`config.mk`:
```
export PLATFORM = sky130hd
export DESIGN_NAME = mac_seq
export DESIGN_NICKNAME = d
export VERILOG_FILES = /design/src/rtl/mac_seq_pkg.sv /design/src/rtl/mac_seq_mac.sv /design/src/rtl/mac_seq.sv
export SDC_FILE = /design/constraint.sdc
export NUM_CORES = 2
export LEC_CHECK = 0
export CORE_ASPECT_RATIO = 1.2
export CORE_MARGIN = 2
export CORE_UTILIZATION = 45
export CTS_BUF_LIST = sky130_fd_sc_hd__clkbuf_8
export DETAILED_ROUTE_END_ITERATION = 16
export SYNTH_ARGS = -nofsm -noshare
export SYNTH_HDL_FRONTEND = slang
export SYNTH_HIERARCHICAL = 1
export SYNTH_SLANG_ARGS = --single-unit
```
`constraint.sdc`:
```
create_clock -name clk -period 8.1 [get_ports clk]
set_input_delay 1.215 -clock clk [delete_from_list [all_inputs] [get_ports clk]]
set_output_delay 1.215 -clock clk [all_outputs]
set_load 0.01 [all_outputs]
```
`src/rtl/mac_seq_pkg.sv`:
```
// Shared defaults, FSM encoding and MAC latency for the sequential dot-product MAC.
package mac_seq_pkg;

    localparam int unsigned PR_DEF      = 8;
    localparam int unsigned BW_DEF      = 8;
    localparam int unsigned LW_DEF      = 4;
    localparam int unsigned BW_PSUM_DEF = 2 * BW_DEF + 3;
    localparam int unsigned BW_ACC_DEF  = BW_PSUM_DEF + LW_DEF;

    // Cycles from operand issue to registered lane sum.
    localparam int unsigned MAC_LAT = 2;

    typedef enum logic [1:0] {
        IDLE  = 2'd0,
        FEED  = 2'd1,
        DRAIN = 2'd2,
        DONE  = 2'd3
    } state_t;

endpackage

```
`src/rtl/mac_seq_mac.sv`:
```
// Two-stage pipelined pr-lane signed multiply-accumulate: products, then lane sum.
module mac
    import mac_seq_pkg::*;
#(
    parameter int unsigned pr      = PR_DEF,
    parameter int unsigned bw      = BW_DEF,
    parameter int unsigned bw_psum = 2 * bw + 3
) (
    input  logic                      clk,
    input  logic [pr*bw-1:0]          a,
    input  logic [pr*bw-1:0]          b,
    output logic signed [bw_psum-1:0] sum
);

    localparam int unsigned PW = 2 * bw;

    logic signed [PW-1:0]      prod_c [pr];
    logic signed [PW-1:0]      prod_q [pr];
    logic signed [bw_psum-1:0] sum_c;

    // Per-lane signed products.
    always_comb begin
        for (int unsigned i = 0; i < pr; i++) begin
            prod_c[i] = PW'($signed(a[i*bw +: bw])) * PW'($signed(b[i*bw +: bw]));
        end
    end

    // Stage 1: register the products.
    always_ff @(posedge clk) begin
        prod_q <= prod_c;
    end

    // Sign-extended reduction of the registered products.
    always_comb begin
        sum_c = '0;
        for (int unsigned i = 0; i < pr; i++) begin
            sum_c = sum_c + bw_psum'(prod_q[i]);
        end
    end

    // Stage 2: register the lane sum.
    always_ff @(posedge clk) begin
        sum <= sum_c;
    end

endmodule

```
`src/rtl/mac_seq.sv`:
```
// Job controller: feeds len chunks through the pipelined MAC and accumulates a signed dot product.
module mac_seq
    import mac_seq_pkg::*;
#(
    parameter int unsigned pr      = PR_DEF,
    parameter int unsigned bw      = BW_DEF,
    parameter int unsigned bw_psum = 2 * bw + 3,
    parameter int unsigned lw      = LW_DEF,
    parameter int unsigned bw_acc  = bw_psum + lw
) (
    input  logic              clk,
    input  logic              reset,
    input  logic              start,
    input  logic [lw-1:0]     len,
    input  logic              in_valid,
    output logic              in_ready,
    input  logic [pr*bw-1:0]  a_in,
    input  logic [pr*bw-1:0]  b_in,
    output logic              out_valid,
    input  logic              out_ready,
    output logic [bw_acc-1:0] out_data,
    output logic              busy
);

    state_t                    state, state_next;
    logic [lw-1:0]             cnt, cnt_next;
    logic [MAC_LAT-1:0]        tags, tags_next;
    logic signed [bw_acc-1:0]  acc, acc_next;
    logic                      accept_c;
    logic [pr*bw-1:0]          mac_a_c, mac_b_c;
    logic signed [bw_psum-1:0] mac_sum;

    assign accept_c = in_valid && in_ready;
    // Only accepted operands enter the MAC; idle cycles issue zeros.
    assign mac_a_c  = accept_c ? a_in : '0;
    assign mac_b_c  = accept_c ? b_in : '0;
    assign out_data = acc;

    mac #(
        .pr      (pr),
        .bw      (bw),
        .bw_psum (bw_psum)
    ) u_mac (
        .clk (clk),
        .a   (mac_a_c),
        .b   (mac_b_c),
        .sum (mac_sum)
    );

    // State register.
    always_ff @(posedge clk) begin
        if (reset) begin
            state <= IDLE;
        end else begin
            state <= state_next;
        end
    end

    // Next state, counter, tag pipeline and accumulator update.
    always_comb begin
        state_next = state;
        cnt_next   = cnt;
        acc_next   = acc;
        tags_next  = {tags[MAC_LAT-2:0], accept_c};
        if (tags[MAC_LAT-1]) begin
            acc_next = acc + bw_acc'(mac_sum);
        end
        case (state)
            IDLE: begin
                if (start) begin
                    cnt_next   = len;
                    acc_next   = '0;
                    state_next = (len == '0) ? DONE : FEED;
                end
            end
            FEED: begin
                if (accept_c) begin
                    cnt_next = cnt - lw'(1);
                    if (cnt == lw'(1)) begin
                        state_next = DRAIN;
                    end
                end
            end
            DRAIN: begin
                // Last in-flight sum is folded in this cycle when the tags empty next.
                if (tags_next == '0) begin
                    state_next = DONE;
                end
            end
            DONE: begin
                if (out_ready) begin
                    state_next = IDLE;
                end
            end
            default: state_next = IDLE;
        endcase
    end

    // Datapath registers and registered status outputs.
    always_ff @(posedge clk) begin
        if (reset) begin
            cnt       <= '0;
            tags      <= '0;
            acc       <= '0;
            in_ready  <= 1'b0;
            out_valid <= 1'b0;
            busy      <= 1'b0;
        end else begin
            cnt       <= cnt_next;
            tags      <= tags_next;
            acc       <= acc_next;
            in_ready  <= (state_next == FEED);
            out_valid <= (state_next == DONE);
            busy      <= (state_next != IDLE);
        end
    end

endmodule
```
Word level (Yosys, flattened, before mapping)

Cells that the tools add are included.

Register bits after elaboration: 181
Bits of input ports: 137
Output and inout port bits: 26

Add/sub/neg operators: 9
Multipliers: 8
Equality and inequality tests: 8
Multiplexer cells: 15
Reductions and logical operators: 7

Operators by type and width:

| operator              | count |
|---|---|
| $mul A8 B8 Y16        | 8 |
| $mux W64              | 2 |
| $add A19 B16 Y19      | 5 |
| $mux W23              | 3 |
| $add A23 B19 Y23      | 1 |
| $add A17 B16 Y18      | 1 |
| $add A16 B16 Y17      | 1 |
| $mux W2               | 6 |
| $mux W4               | 2 |
| $pmux W2 S4           | 1 |
| $pmux W4 S2           | 1 |
| $eq A2 B2 Y1 const B  | 3 |
| $eq A2 B1 Y1 const B  | 2 |
| $eq A4 B1 Y1 const B  | 1 |
| $logic_not A2 Y1      | 2 |
| $logic_not A4 Y1      | 1 |
| $ne A2 B2 Y1 const B  | 2 |
| $reduce_bool A2 Y1    | 2 |
| $sub A4 B1 Y4 const B | 1 |
| $reduce_and A3 Y1     | 1 |
| $logic_and A1 B1 Y1   | 1 |

Logic depth before layout (Yosys ltp)

Word-level depth: 7
Gate-level depth with buffers: 21
Depth with buffers taken out: 19

By module

Netlist, hierarchy kept.

By module, submodules not included:

| module  | times used | cells each | area an instance (um^2) | seq. area each (um^2) |
|---|---|---|---|---|
| mac     | 1          | 2786       | 26402.8                 | 2942.8 |
| mac_seq | 1          | 465        | 3345.7                  | 680.7 |

Worst setup path before layout

Ideal clock, no wire load.

Path kind: input to register
Start: input in_valid
End: register u_mac/prod_q[30] (netlist bit)
Library setup time: 0.095 ns
Arrival: 5.476 ns
Data required time: 8.005 ns
Path slack: 2.528 ns
Cell stages on the path: 17
Cells stage by stage: clkbuf_1 > clkbuf_1 > and3_1 > nand2_1 > fa_1 > inv_1 > fa_1 > fa_1 > inv_1 > fa_1 > inv_1 > ha_1 > o21ai_0 > a21oi_2 > o41ai_4 > or4b_1 > o311ai_1

RTL lines:

| item                 | RTL line          | RTL |
|---|---|---|
| start, declared      | mac_seq.sv:15     | `input logic in_valid,` |
| end signal, assigned | mac_seq_mac.sv:30 | `prod_q <= prod_c;` |
| end, declared        | mac_seq_mac.sv:18 | `logic signed [PW-1:0] prod_q [pr];` |

==> results by group <==
Status
  • Status: finished clean

STA
  • Least-Margin Pin Slew: 1.06 ns
  • Fin crit share: 73.5%
  • Final Slew Violations: 0
  • Worst slew margin: 29.1%
  • Period minus WS final: 5.95 ns
  • Setup TNS: 0 ns
  • Final setup vio count: 0
  • Fin Clk Skew: 0.0172 ns
  • Fmax: 168 MHz
  • RSZ-0062 raised after global routing: false
  • Fin. Hold Viols: 0

Power and ir drop
  • Net Sw Power: 0.00138 W
  • Total Power: 0.00343 W
  • Sw frac: 40.1%
  • Clock power share: 19.8%
  • Combinational share of power: 49.4%
  • Power Density: 105 nW/µm²
  • Leakage power: 16.6 nW
  • Internal: 0.00206 W
  • Flop pwr share: 30.8%
  • Max VDD drop: 0.151 mV

Logic synthesis
  • Synth Instances: 3251
  • Synthesized net count: 4203
  • Top cells by area, synth: fa_1 (36%), dfxtp_1 (12%), ha_1 (12%), inv_1 (11%), and2_1 (7.0%)
  • Yosys top cell area share: 36.3%
  • Sequential share of the synthesized area: 12.2%
  • YS warnings: 6
  • EDFF count, synth: 0
  • Synth async-reset ratio: 0%
  • Avg Inst Size Synth: 9.15 µm²
  • Distinct cells, synth: 71
  • #FFs+latches synth: 181
  • Yosys top cell by area: fa_1
  • Prevailing post-synth register cell: dfxtp_1
  • Synth Cell Area: 29700 µm²

Flow run
  • Max Cap Viol: 0

GRT
  • GR Overflow Total: 0
  • Largest net degree at the start of global routing: 120
  • Initial antenna violation count: 3
  • Number of global-route vias before repair: 22200
  • Global Route Usage Sum: 20.6%
  • First-pass GRT wire length: 113000 µm

Floorplan
  • Row count: 103
  • Overall die width: 239 µm
  • Initial Utilization: 45.4%
  • IO Pins: 163
  • DIE HEIGHT: 286 µm
  • DIE AREA: 68200 µm²
  • Core Box Area: 65600 µm²

Layout
  • Area Overhead vs Synth: 10.0%
  • Footprint of the multi-input gates: 22800 µm²
  • Commonest non-fill, non-tap cell in the layout: inv_1
  • Final Non-Filler Cells: 4250
  • Layout fillers: 6318
  • FF/Latch Area: 3630 µm²
  • Most frequent cells in the layout: inv_1 (858), fa_1 (540), and2_1 (332)
  • Nets: 4348
  • Layout cells sized above 1: 2.14%

Clocking
  • CTS Buf Count: 17
  • TritonCTS clock tree: built
  • PostCTS Resize Cnt: 0
  • # Post-CTS Setup Buffers: 0
  • Skew-Pair Late Insertion Delay: 0.51 ns
  • Clock Path Buffers: 2
  • # clock sinks: 181
  • CTS Hold Bufs: 0
  • Htree depth: 4
  • CTS clock-pin slew for the worst setup and hold paths: 0.09 ns
  • CTS root buf: clkbuf_8

Detailed routing
  • Wire per inst: 15.4 µm
  • DRT Pass-1 Iters: 6
  • Detailed-route DRC error count: 0
  • DR vias/cell: 4.80
  • Via count: 20400
  • WL final: 65500 µm
  • DR iter-0 viols: 644
  • ANT nets after route: 0

Critical path
  • CP max-delay cell: buf_4
  • CP Max Fanout: 119
  • Critical path cell sequence: buf_4 > buf_4 > and3_1 > nand2_1 > fa_1 > fa_1 > inv_1 > fa_1 > inv_1 > fa_1 > inv_1 > ha_1 > a21o_1 > nand2_1 > a31oi_1 > a21o_1 > a21oi_1 > xnor2_1
  • Critical path arrival: 6.34 ns
  • Startpoint Class: input port
  • Slowest Stage Delay on Critical Path: 0.74 ns
  • Worst setup path class: input port to register
  • Cell family with the largest share of critical-path delay: adder cells
  • Crit-path most repeated cell: fa_1
  • Crit end category: register
  • CP required: 8.49 ns
  • WP buf/inv: 5

Placed design
  • Post-detail-place hpwl: 57000 µm
  • GPL Wtd Cong: 0.847
  • PortBufs: 162
  • DP Cell Count: 4217

Min path
  • Worst hold path class: register to register
synth_stat cells (4+ instances only):
cell / n
a211oi_1: 6
a211oi_2: 4
a21o_1: 31
a21oi_1: 82
a31oi_1: 9
and2_1: 332
and3_1: 135
clkbuf_1: 37
dfxtp_1: 181
fa_1: 540
ha_1: 275
inv_1: 856
mux2_2: 6
mux2i_1: 12
nand2_1: 161
nand2b_1: 30
nand3_1: 20
nand3b_1: 7
nand4_1: 12
nor2_1: 86
nor2b_1: 69
nor3_1: 18
nor3b_1: 4
nor4_1: 5
o211ai_1: 5
o21a_1: 14
o21ai_0: 67
o21ai_2: 5
o31a_1: 6
o41ai_2: 5
or2_2: 8
or3_1: 4
xnor2_1: 136
xor2_1: 24
per-layer routing:
metal	vias up	track usage [%]	part of all wire [%]
li1	10100	-	-
met1	9978	27.0	45
met2	236	36.5	51
met3	64	2.38	2.5
met4	2	4.19	1.6
met5	-	0	0.020
worst paths after layout:
check,startpoint,endpoint,slack (ns),depth (start not counted)
worst max-delay path,in_valid,u_mac/prod_q[61],2.15,18
worst min-delay path,tags[0],tags[1],0.47,1
worst max register to register,in_ready,u_mac/prod_q[30],2.48,16
worst min register to register,tags[0],tags[1],0.47,1
state kept, by name (all words and copies together) (netlist names):
signal        flops
busy              1
cnt               4
in_ready          1
out_data         23
out_valid         1
state             2
tags              2
u_mac/prod_q    128
u_mac/sum        19
per-stage QoR:
step	instance area [µm²]	utilization (%)	hold WS [ns]	worst slack, ns
after floorplan	29700	-	0.428	2.53
after global placement	32300	49.2	0.460	1.64
after detailed placement	32300	49.2	0.450	1.64
after CTS	32700	49.9	0.468	2.17
after global routing	32700	49.9	0.488	1.81
final	32700	49.9	0.468	2.15
cell type report:
type                       count  area share [%]
multi-input combinational   2174            69.5
sequential                   181            11.1
inverter                     857            9.83
timing repair buffer         165            5.01
tap                          840            3.21
clock buffer                  17           0.715
clock inverter                15           0.615
antenna                        1         0.00764
logic make-up after synthesis:
family / Yosys count / synth area share (%)
AND/OR/NAND/NOR: 904 / 17.0
flip-flops: 181 / 12.2
AO/OA/AOI/OAI: 277 / 6.27
multiplexers: 18 / 0.631
buffers and inverters: 896 / 11.3
XOR/XNOR: 160 / 4.71
adder cells (fa/ha/maj): 815 / 47.9
power by group through the flow:
stage	Sequential (W)	Combinational, W	Clock (W)
floorplan	0.00104	0.00125	0
detailed placement	0.00108	0.00170	0
global route	0.00107	0.00193	0.000732
CTS	0.00106	0.00171	0.000693
global placement	0.00108	0.00169	0
finish	0.00106	0.00170	0.000681
No activity file was read; power rests on OpenSTA's default activity.
